**src/rtl/multicycle_seq_ctrl.sv**
```systemverilog
// -----------------------------------------------------------------------------
// multicycle_seq_ctrl
//
// Multi-cycle sequencer and instruction decoder for the TiniSOC core. It walks
// each instruction through FETCH -> IWAIT -> LATCH -> EXEC (x EXEC_CYCLES) ->
// [MEM, loads/stores only] -> WB. It handshakes with instruction and data
// memory, can be frozen by an external stall, and drops into a sticky error
// state when a memory wait exceeds TIMEOUT cycles.
//
// Parameters
//   EXEC_CYCLES : cycles spent in EXEC per instruction (1..15)
//   TIMEOUT     : max wait cycles in IWAIT/MEM before ERR (0 disables)
//   CNT_W       : width of the retired-instruction counter
//
// Ports
//   clock, reset          : rising-edge clock, async active-high reset
//   ir                    : instruction word from IM, captured only in LATCH
//   IM_ready, DM_ready    : memory ready handshakes
//   stall                 : freezes state and counters
//   enable_pc .. enable_writeback : per-phase enables (Moore, from state)
//   IM_read / IM_write    : tied 1 / 0
//   DM_read / DM_write    : DM direction, only asserted in MEM
//   opcode, sub_opcode    : fields of the latched instruction
//   imm_reg_select, mux4to1_select, write_reg_select : datapath selects
//   state                 : current state encoding for debug
//   bus_error             : sticky wait-timeout flag
//   instr_count           : retired instructions, wraps modulo 2^CNT_W
// -----------------------------------------------------------------------------
module multicycle_seq_ctrl #(
  parameter int EXEC_CYCLES = 1,
  parameter int TIMEOUT     = 0,
  parameter int CNT_W       = 16
) (
  input  logic             clock,
  input  logic             reset,
  input  logic [31:0]      ir,
  input  logic             IM_ready,
  input  logic             DM_ready,
  input  logic             stall,
  output logic             enable_pc,
  output logic             IM_enable,
  output logic             enable_fetch,
  output logic             enable_execute,
  output logic             DM_enable,
  output logic             enable_writeback,
  output logic             IM_read,
  output logic             IM_write,
  output logic             DM_read,
  output logic             DM_write,
  output logic [5:0]       opcode,
  output logic [4:0]       sub_opcode,
  output logic [1:0]       imm_reg_select,
  output logic [1:0]       mux4to1_select,
  output logic [1:0]       write_reg_select,
  output logic [2:0]       state,
  output logic             bus_error,
  output logic [CNT_W-1:0] instr_count
);

  // Opcode and sub-opcode codes shared with the rest of the core (def_op.v).
  localparam logic [5:0] OP_TY_BASE = 6'b100000;
  localparam logic [5:0] OP_ADDI    = 6'b101000;
  localparam logic [5:0] OP_ORI     = 6'b101100;
  localparam logic [5:0] OP_XORI    = 6'b101011;
  localparam logic [5:0] OP_MOVI    = 6'b100010;
  localparam logic [5:0] OP_LWI     = 6'b000010;
  localparam logic [5:0] OP_SWI     = 6'b001010;
  localparam logic [5:0] OP_TY_LS   = 6'b011100;

  localparam logic [4:0] SUB_SRLI   = 5'b01001;
  localparam logic [4:0] SUB_SLLI   = 5'b01000;
  localparam logic [4:0] SUB_ROTRI  = 5'b01011;

  localparam logic [7:0] LS_LW      = 8'b00000010;
  localparam logic [7:0] LS_SW      = 8'b00001010;

  localparam logic [3:0]  EXEC_LAST    = 4'(EXEC_CYCLES - 1);
  localparam bit          TIMEOUT_EN   = (TIMEOUT != 0);
  localparam logic [31:0] TIMEOUT_LAST = 32'(TIMEOUT - 1);

  typedef enum logic [2:0] {
    S_FETCH   = 3'd0,
    S_IWAIT   = 3'd1,
    S_LATCH   = 3'd2,
    S_EXEC    = 3'd3,
    S_MEM     = 3'd4,
    S_WB      = 3'd5,
    S_ERR     = 3'd6,
    S_ILLEGAL = 3'd7
  } state_t;

  typedef enum logic [1:0] {
    CLS_NONE  = 2'd0,
    CLS_LOAD  = 2'd1,
    CLS_STORE = 2'd2
  } memClass_t;

  state_t           state_q, state_d;
  logic [31:0]      ir_q, ir_d;
  logic [3:0]       execCnt_q, execCnt_d;
  logic [31:0]      waitCnt_q, waitCnt_d;
  logic [CNT_W-1:0] instrCount_q, instrCount_d;
  logic             busError_q, busError_d;

  logic [5:0]       opField;
  logic [4:0]       subField;
  logic [1:0]       immSel, muxSel, wrSel;
  memClass_t        memClass;

  // Bits of the instruction word that no decode path looks at.
  logic             unusedIrBits;

  assign opField      = ir_q[30:25];
  assign subField     = ir_q[4:0];
  assign unusedIrBits = ^{ir_q[31], ir_q[24:8]};

  // Instruction decode from the latched word only, so the selects stay
  // stable for the whole instruction even while IM drives the next fetch.
  always_comb begin
    immSel   = 2'b00;
    muxSel   = 2'b00;
    wrSel    = 2'b00;
    memClass = CLS_NONE;
    case (opField)
      OP_TY_BASE: begin
        case (subField)
          SUB_SRLI, SUB_SLLI, SUB_ROTRI: immSel = 2'b01;
          default: ;
        endcase
      end
      OP_ADDI: begin
        immSel = 2'b01;
        muxSel = 2'b01;
      end
      OP_ORI, OP_XORI: begin
        immSel = 2'b01;
        muxSel = 2'b10;
      end
      OP_MOVI: begin
        immSel = 2'b01;
        muxSel = 2'b11;
        wrSel  = 2'b01;
      end
      OP_LWI: begin
        immSel   = 2'b10;
        wrSel    = 2'b10;
        memClass = CLS_LOAD;
      end
      OP_SWI: begin
        immSel   = 2'b10;
        memClass = CLS_STORE;
      end
      OP_TY_LS: begin
        if (ir_q[7:0] == LS_LW) begin
          immSel   = 2'b11;
          wrSel    = 2'b10;
          memClass = CLS_LOAD;
        end else if (ir_q[7:0] == LS_SW) begin
          immSel   = 2'b11;
          memClass = CLS_STORE;
        end
      end
      default: ;
    endcase
  end

  // Next-state logic. A stall freezes everything, which also means a ready
  // pulse seen only during a stall is never consumed. The wait counter is
  // cleared on the transition into IWAIT/MEM and counts non-stalled cycles
  // with ready low; hitting TIMEOUT-1 on such a cycle means this is the
  // TIMEOUT-th miss, so the next edge lands in ERR.
  always_comb begin
    state_d      = state_q;
    ir_d         = ir_q;
    execCnt_d    = execCnt_q;
    waitCnt_d    = waitCnt_q;
    instrCount_d = instrCount_q;
    busError_d   = busError_q;

    if (state_q == S_ILLEGAL) begin
      state_d = S_FETCH;
    end else if (!stall) begin
      case (state_q)
        S_FETCH: begin
          state_d   = S_IWAIT;
          waitCnt_d = '0;
        end
        S_IWAIT: begin
          if (IM_ready) begin
            state_d = S_LATCH;
          end else if (TIMEOUT_EN && (waitCnt_q == TIMEOUT_LAST)) begin
            state_d    = S_ERR;
            busError_d = 1'b1;
          end else begin
            waitCnt_d = waitCnt_q + 32'd1;
          end
        end
        S_LATCH: begin
          ir_d      = ir;
          execCnt_d = '0;
          state_d   = S_EXEC;
        end
        S_EXEC: begin
          if (execCnt_q == EXEC_LAST) begin
            execCnt_d = '0;
            if (memClass != CLS_NONE) begin
              state_d   = S_MEM;
              waitCnt_d = '0;
            end else begin
              state_d = S_WB;
            end
          end else begin
            execCnt_d = execCnt_q + 4'd1;
          end
        end
        S_MEM: begin
          if (DM_ready) begin
            state_d = S_WB;
          end else if (TIMEOUT_EN && (waitCnt_q == TIMEOUT_LAST)) begin
            state_d    = S_ERR;
            busError_d = 1'b1;
          end else begin
            waitCnt_d = waitCnt_q + 32'd1;
          end
        end
        S_WB: begin
          instrCount_d = instrCount_q + 1'b1;
          state_d      = S_FETCH;
        end
        S_ERR: begin
          state_d = S_ERR;
        end
        default: begin
          state_d = S_FETCH;
        end
      endcase
    end
  end

  // Single state register bank; asynchronous reset puts every output at its
  // FETCH value immediately, even in the middle of a memory handshake.
  always_ff @(posedge clock or posedge reset) begin
    if (reset) begin
      state_q      <= S_FETCH;
      ir_q         <= '0;
      execCnt_q    <= '0;
      waitCnt_q    <= '0;
      instrCount_q <= '0;
      busError_q   <= 1'b0;
    end else begin
      state_q      <= state_d;
      ir_q         <= ir_d;
      execCnt_q    <= execCnt_d;
      waitCnt_q    <= waitCnt_d;
      instrCount_q <= instrCount_d;
      busError_q   <= busError_d;
    end
  end

  // Phase enables decoded from the registered state. The "do something this
  // cycle" enables drop during a stall; the memory request lines keep their
  // level so an in-flight access is not withdrawn.
  always_comb begin
    enable_pc        = 1'b0;
    IM_enable        = 1'b0;
    enable_fetch     = 1'b0;
    enable_execute   = 1'b0;
    DM_enable        = 1'b0;
    DM_read          = 1'b0;
    DM_write         = 1'b0;
    enable_writeback = 1'b0;
    case (state_q)
      S_FETCH: begin
        enable_pc = !stall;
        IM_enable = 1'b1;
      end
      S_IWAIT: begin
        IM_enable = 1'b1;
      end
      S_LATCH: begin
        enable_fetch = !stall;
      end
      S_EXEC: begin
        enable_execute = !stall;
      end
      S_MEM: begin
        DM_enable = 1'b1;
        DM_read   = (memClass == CLS_LOAD);
        DM_write  = (memClass == CLS_STORE);
      end
      S_WB: begin
        enable_writeback = !stall && (memClass != CLS_STORE);
      end
      default: ;
    endcase
  end

  assign IM_read          = 1'b1;
  assign IM_write         = 1'b0;
  assign opcode           = opField;
  assign sub_opcode       = subField;
  assign imm_reg_select   = immSel;
  assign mux4to1_select   = muxSel;
  assign write_reg_select = wrSel;
  assign state            = state_q;
  assign bus_error        = busError_q;
  assign instr_count      = instrCount_q;

endmodule
```
**config.mk**
```make
export PLATFORM = sky130hd
export DESIGN_NAME = multicycle_seq_ctrl
export DESIGN_NICKNAME = d
export VERILOG_FILES = /design/src/rtl/multicycle_seq_ctrl.sv
export SDC_FILE = /design/constraint.sdc
export NUM_CORES = 1
export LEC_CHECK = 0
export BUFFER_PORTS_ARGS = -buffer_cell sky130_fd_sc_hd__buf_2
export CAP_MARGIN = 20
export CORE_MARGIN = 4
export CORE_UTILIZATION = 48
export DETAILED_ROUTE_END_ITERATION = 7
export PLACE_DENSITY = 0.88
export SETUP_SLACK_MARGIN = 0.3
export SLEW_MARGIN = 0
export SYNTH_ARGS = -nofsm -noshare
export SYNTH_HDL_FRONTEND = slang
export SYNTH_SLANG_ARGS = --single-unit
```
**constraint.sdc**
```tcl
create_clock -name clock -period 1.8 [get_ports clock]
set_input_delay 0.27 -clock clock [delete_from_list [all_inputs] [get_ports clock]]
set_output_delay 0.27 -clock clock [all_outputs]
set_load 0.02 [all_outputs]
```
==> results.ini <==
[status]
status=complete, but fails checks
failed_checks=negative setup slack

[synthesis]
synth_area_leaders=dfrtp_1 46%, mux2_2 7.8%, xnor2_1 5.7%, buf_4 5.6%, nand2_1 2.6%
synth_top_area_frac=0.460
yosys.area.top_type=dfrtp_1
yosysWarnings=0
synth_edf_count=0
synth_ff_type=dfrtp_1
synth_cell_types=44
synthCells=192
seq_area_frac_synth=0.460
synth_seq_cells=37
synth-async-reset-ratio=1.00
synthesis.area_mm2=0.00201
postSynthAreaPerCell_um2=10.5

[global_route]
use_met3=0.0744
met2_usage=0.410
grt_max_degree=17
grt_first_pass_wirelength_mm=9.56
grt_pass1_vias=1945
met1_usage=0.264
grt_busiest_layer=met2
overflow=0
antenna_found_initial=0
grt_use_total=0.238

[place]
dpl_cell_area_mm2=0.00246
place_congestion=0.827
place_ws_ns=-0.0553
portBuffers=62
post-place-cells=300
hpwl_mm=3.52

[floorplan]
die_w_um=72.8
core_area_mm2=0.00403
fp.dieH_um=72.8
rows=23
die_area_mm2=0.00530
ios=84
initial_utilization=0.500

[sta]
slew_violations=0
clock_skew_ns=0.00642
setup_tns_ns=-1.60
fin_crit_sh=1.18
slew-limit-headroom=0.561
fmax_mhz=471
fin_ws_ns=-0.322
finalSetupViolations=6
worst_slew_pin_slew_ns=0.658
fin_crit_ns=2.12
finalHoldViolations=0
rsz0062_at_grt=yes

[setup_path]
crit_required_ns=1.53
critical_path.startpoint=ir_q[27]
cp-endpoint=enable_writeback
critPathArrivalTime_ns=1.85
cp-end-kind=output pin
worstReg2RegEnd=state[0]
crit_type=reg -> out
reg2reg_from=ir_q[27]
cpPeakStageDelay_ns=0.46
r2r_cells=6
worstPathMaxFanout=3
cp_cell_sequence=nand2b_4, or4_4, o22a_1, and2_4, buf_6
reg2reg_setup_slack_ns=0.06
cp_slowest_cell=or4_4
critPathLaunchType=flop

[drt]
wirelength_mm=6.76
routed-via-count=1931
via_per_inst=5.58
dr.pass1.iters=4
wl_per_cell_um=19.5
antenna_left=0
drt-initial-drc-count=113
drc=0

[pwr]
p_sw_frac=0.403
ir_drop_mv=1.09
leakage_nw=1.62
power.density_mw_per_mm2=1560
seq_power_share=0.270
comb_power_share=0.581
clkPwrFrac=0.149
switchingPower_mw=2.05
p_int_mw=3.04

[clock_tree]
cts.path.max_buffers=2
clkTransAtPathRegs_ns=0.08
cts_buffers=5
root_buffer=clkbuf_8
htree_num_levels=2
tritoncts=done
insertion_delay_ns=0.29
cts_num_sinks=37

[cells_and_area]
syn2layout_area_growth_pct=62.2
layout.nets=335
nFillCells=217
drive_gt1_frac=0.615
final_cell_area_mm2=0.00327
final_cells=346
antennaDiodeCount=0

[worst_hold_path]
hp-class=in -> async

[job]
cap_violations=0

-- stage by stage --
stage / hold slack [ns] / utilization / total power, mW
2_1_floorplan: 0.418 / - / 2.74
3_3_place_gp: 0.369 / 0.611 / 3.10
3_5_place_dp: 0.376 / 0.611 / 3.16
4_1_cts: 0.0619 / 0.753 / 4.63
5_1_grt: 0.105 / 0.811 / 5.31
6_report: 0.0575 / 0.811 / 5.10
-- worst max-delay path: cells and delay by family (launching register included) --
kind,cells,cell delay [ns]
flip-flops,1,0.41
buffers and inverters,1,0.12
AND/OR/NAND/NOR,3,0.79
AO/OA/AOI/OAI,1,0.24
-- cell usage after synthesis, types with 2 or more instances --
cell type,count
dfrtp_1,37
nand2b_1,5
nor3b_1,3
and2_1,2
nor2_1,11
nand4_1,7
nand2_1,14
and3_1,3
xnor2_1,13
conb_1,2
xor2_1,4
nor2_2,2
ha_1,3
mux2_2,14
nor2b_1,4
o21ai_0,9
inv_1,8
buf_4,15
nand3_1,9
buf_2,2
o2bb2ai_1,2
-- layout make-up --
type	count	area [um2]	area share
inverter	8	30.0	0.00919
tap	50	62.6	0.0191
sequential	37	932	0.285
multi-input combinational	129	1220	0.372
timing repair buffer	114	910	0.278
clock inverter	1	30.0	0.00919
clock buffer	7	86.3	0.0264
-- power by group through the flow --
stage	sequential, mW	combinational (mW)	clock (mW)
2_1_floorplan	1.39	1.36	0
3_3_place_gp	1.40	1.70	0
3_5_place_dp	1.42	1.74	0
4_1_cts	1.33	2.54	0.758
5_1_grt	1.40	3.10	0.811
6_report	1.37	2.96	0.759
-- metal layers --
layer | vias to the layer above | routed length, um
met5 | - | 0
met2 | 101 | 3520
li1 | 849 | -
met3 | 24 | 535
met1 | 957 | 2480
met4 | 0 | 228
-- state kept, by name, indices dropped and copies added (netlist names) --
register	count
execCnt_q	4
instr_count	16
ir_q	14
state	3
-- layout by cell type (no fill, tap or decap), drive strengths merged, types with 4 or more instances in the layout --
master,synthesis,routed
buf,18,114
clkbuf,1,7
dfrtp,37,37
inv,8,8
mux2,14,14
nand2,14,14
nand2b,6,6
nand3,9,9
nand4,7,7
nor2,14,14
nor2b,4,4
o21ai,9,9
xnor2,13,13
xor2,4,4
-- logic make-up after synthesis --
| logic type | after synthesis | synth area share |
|---|---|---|
| AND/OR/NAND/NOR | 72 | 0.218 |
| flip-flops | 37 | 0.460 |
| buffers and inverters | 27 | 0.0832 |
| AO/OA/AOI/OAI | 20 | 0.0646 |
| XOR/XNOR | 17 | 0.0739 |
| multiplexers | 14 | 0.0783 |
| adder cells (fa/ha/maj) | 3 | 0.0186 |
| other | 2 | 0.00373 |
-- how the worst min path moves through the flow --
stage,startpoint,end,depth (start not counted)
2_1_floorplan,ir[0],ir_q[0],1
6_report,reset,execCnt_q[0],2
5_1_grt,reset,execCnt_q[0],2
4_1_cts,reset,instr_count[5],2
3_3_place_gp,reset,ir_q[2],2
3_5_place_dp,reset,ir_q[2],2
-- repair_timing --
item / 4_1_cts / 5_1_grt
gates resized for setup: 65 / 33
hold buffers: 0 / 0
pin swaps: 18 / 18
gates cloned: 1 / 0
setup buffers: 24 / 13
setup endpoints to repair: 38 / 41
(Power assumes the default switching activity.)
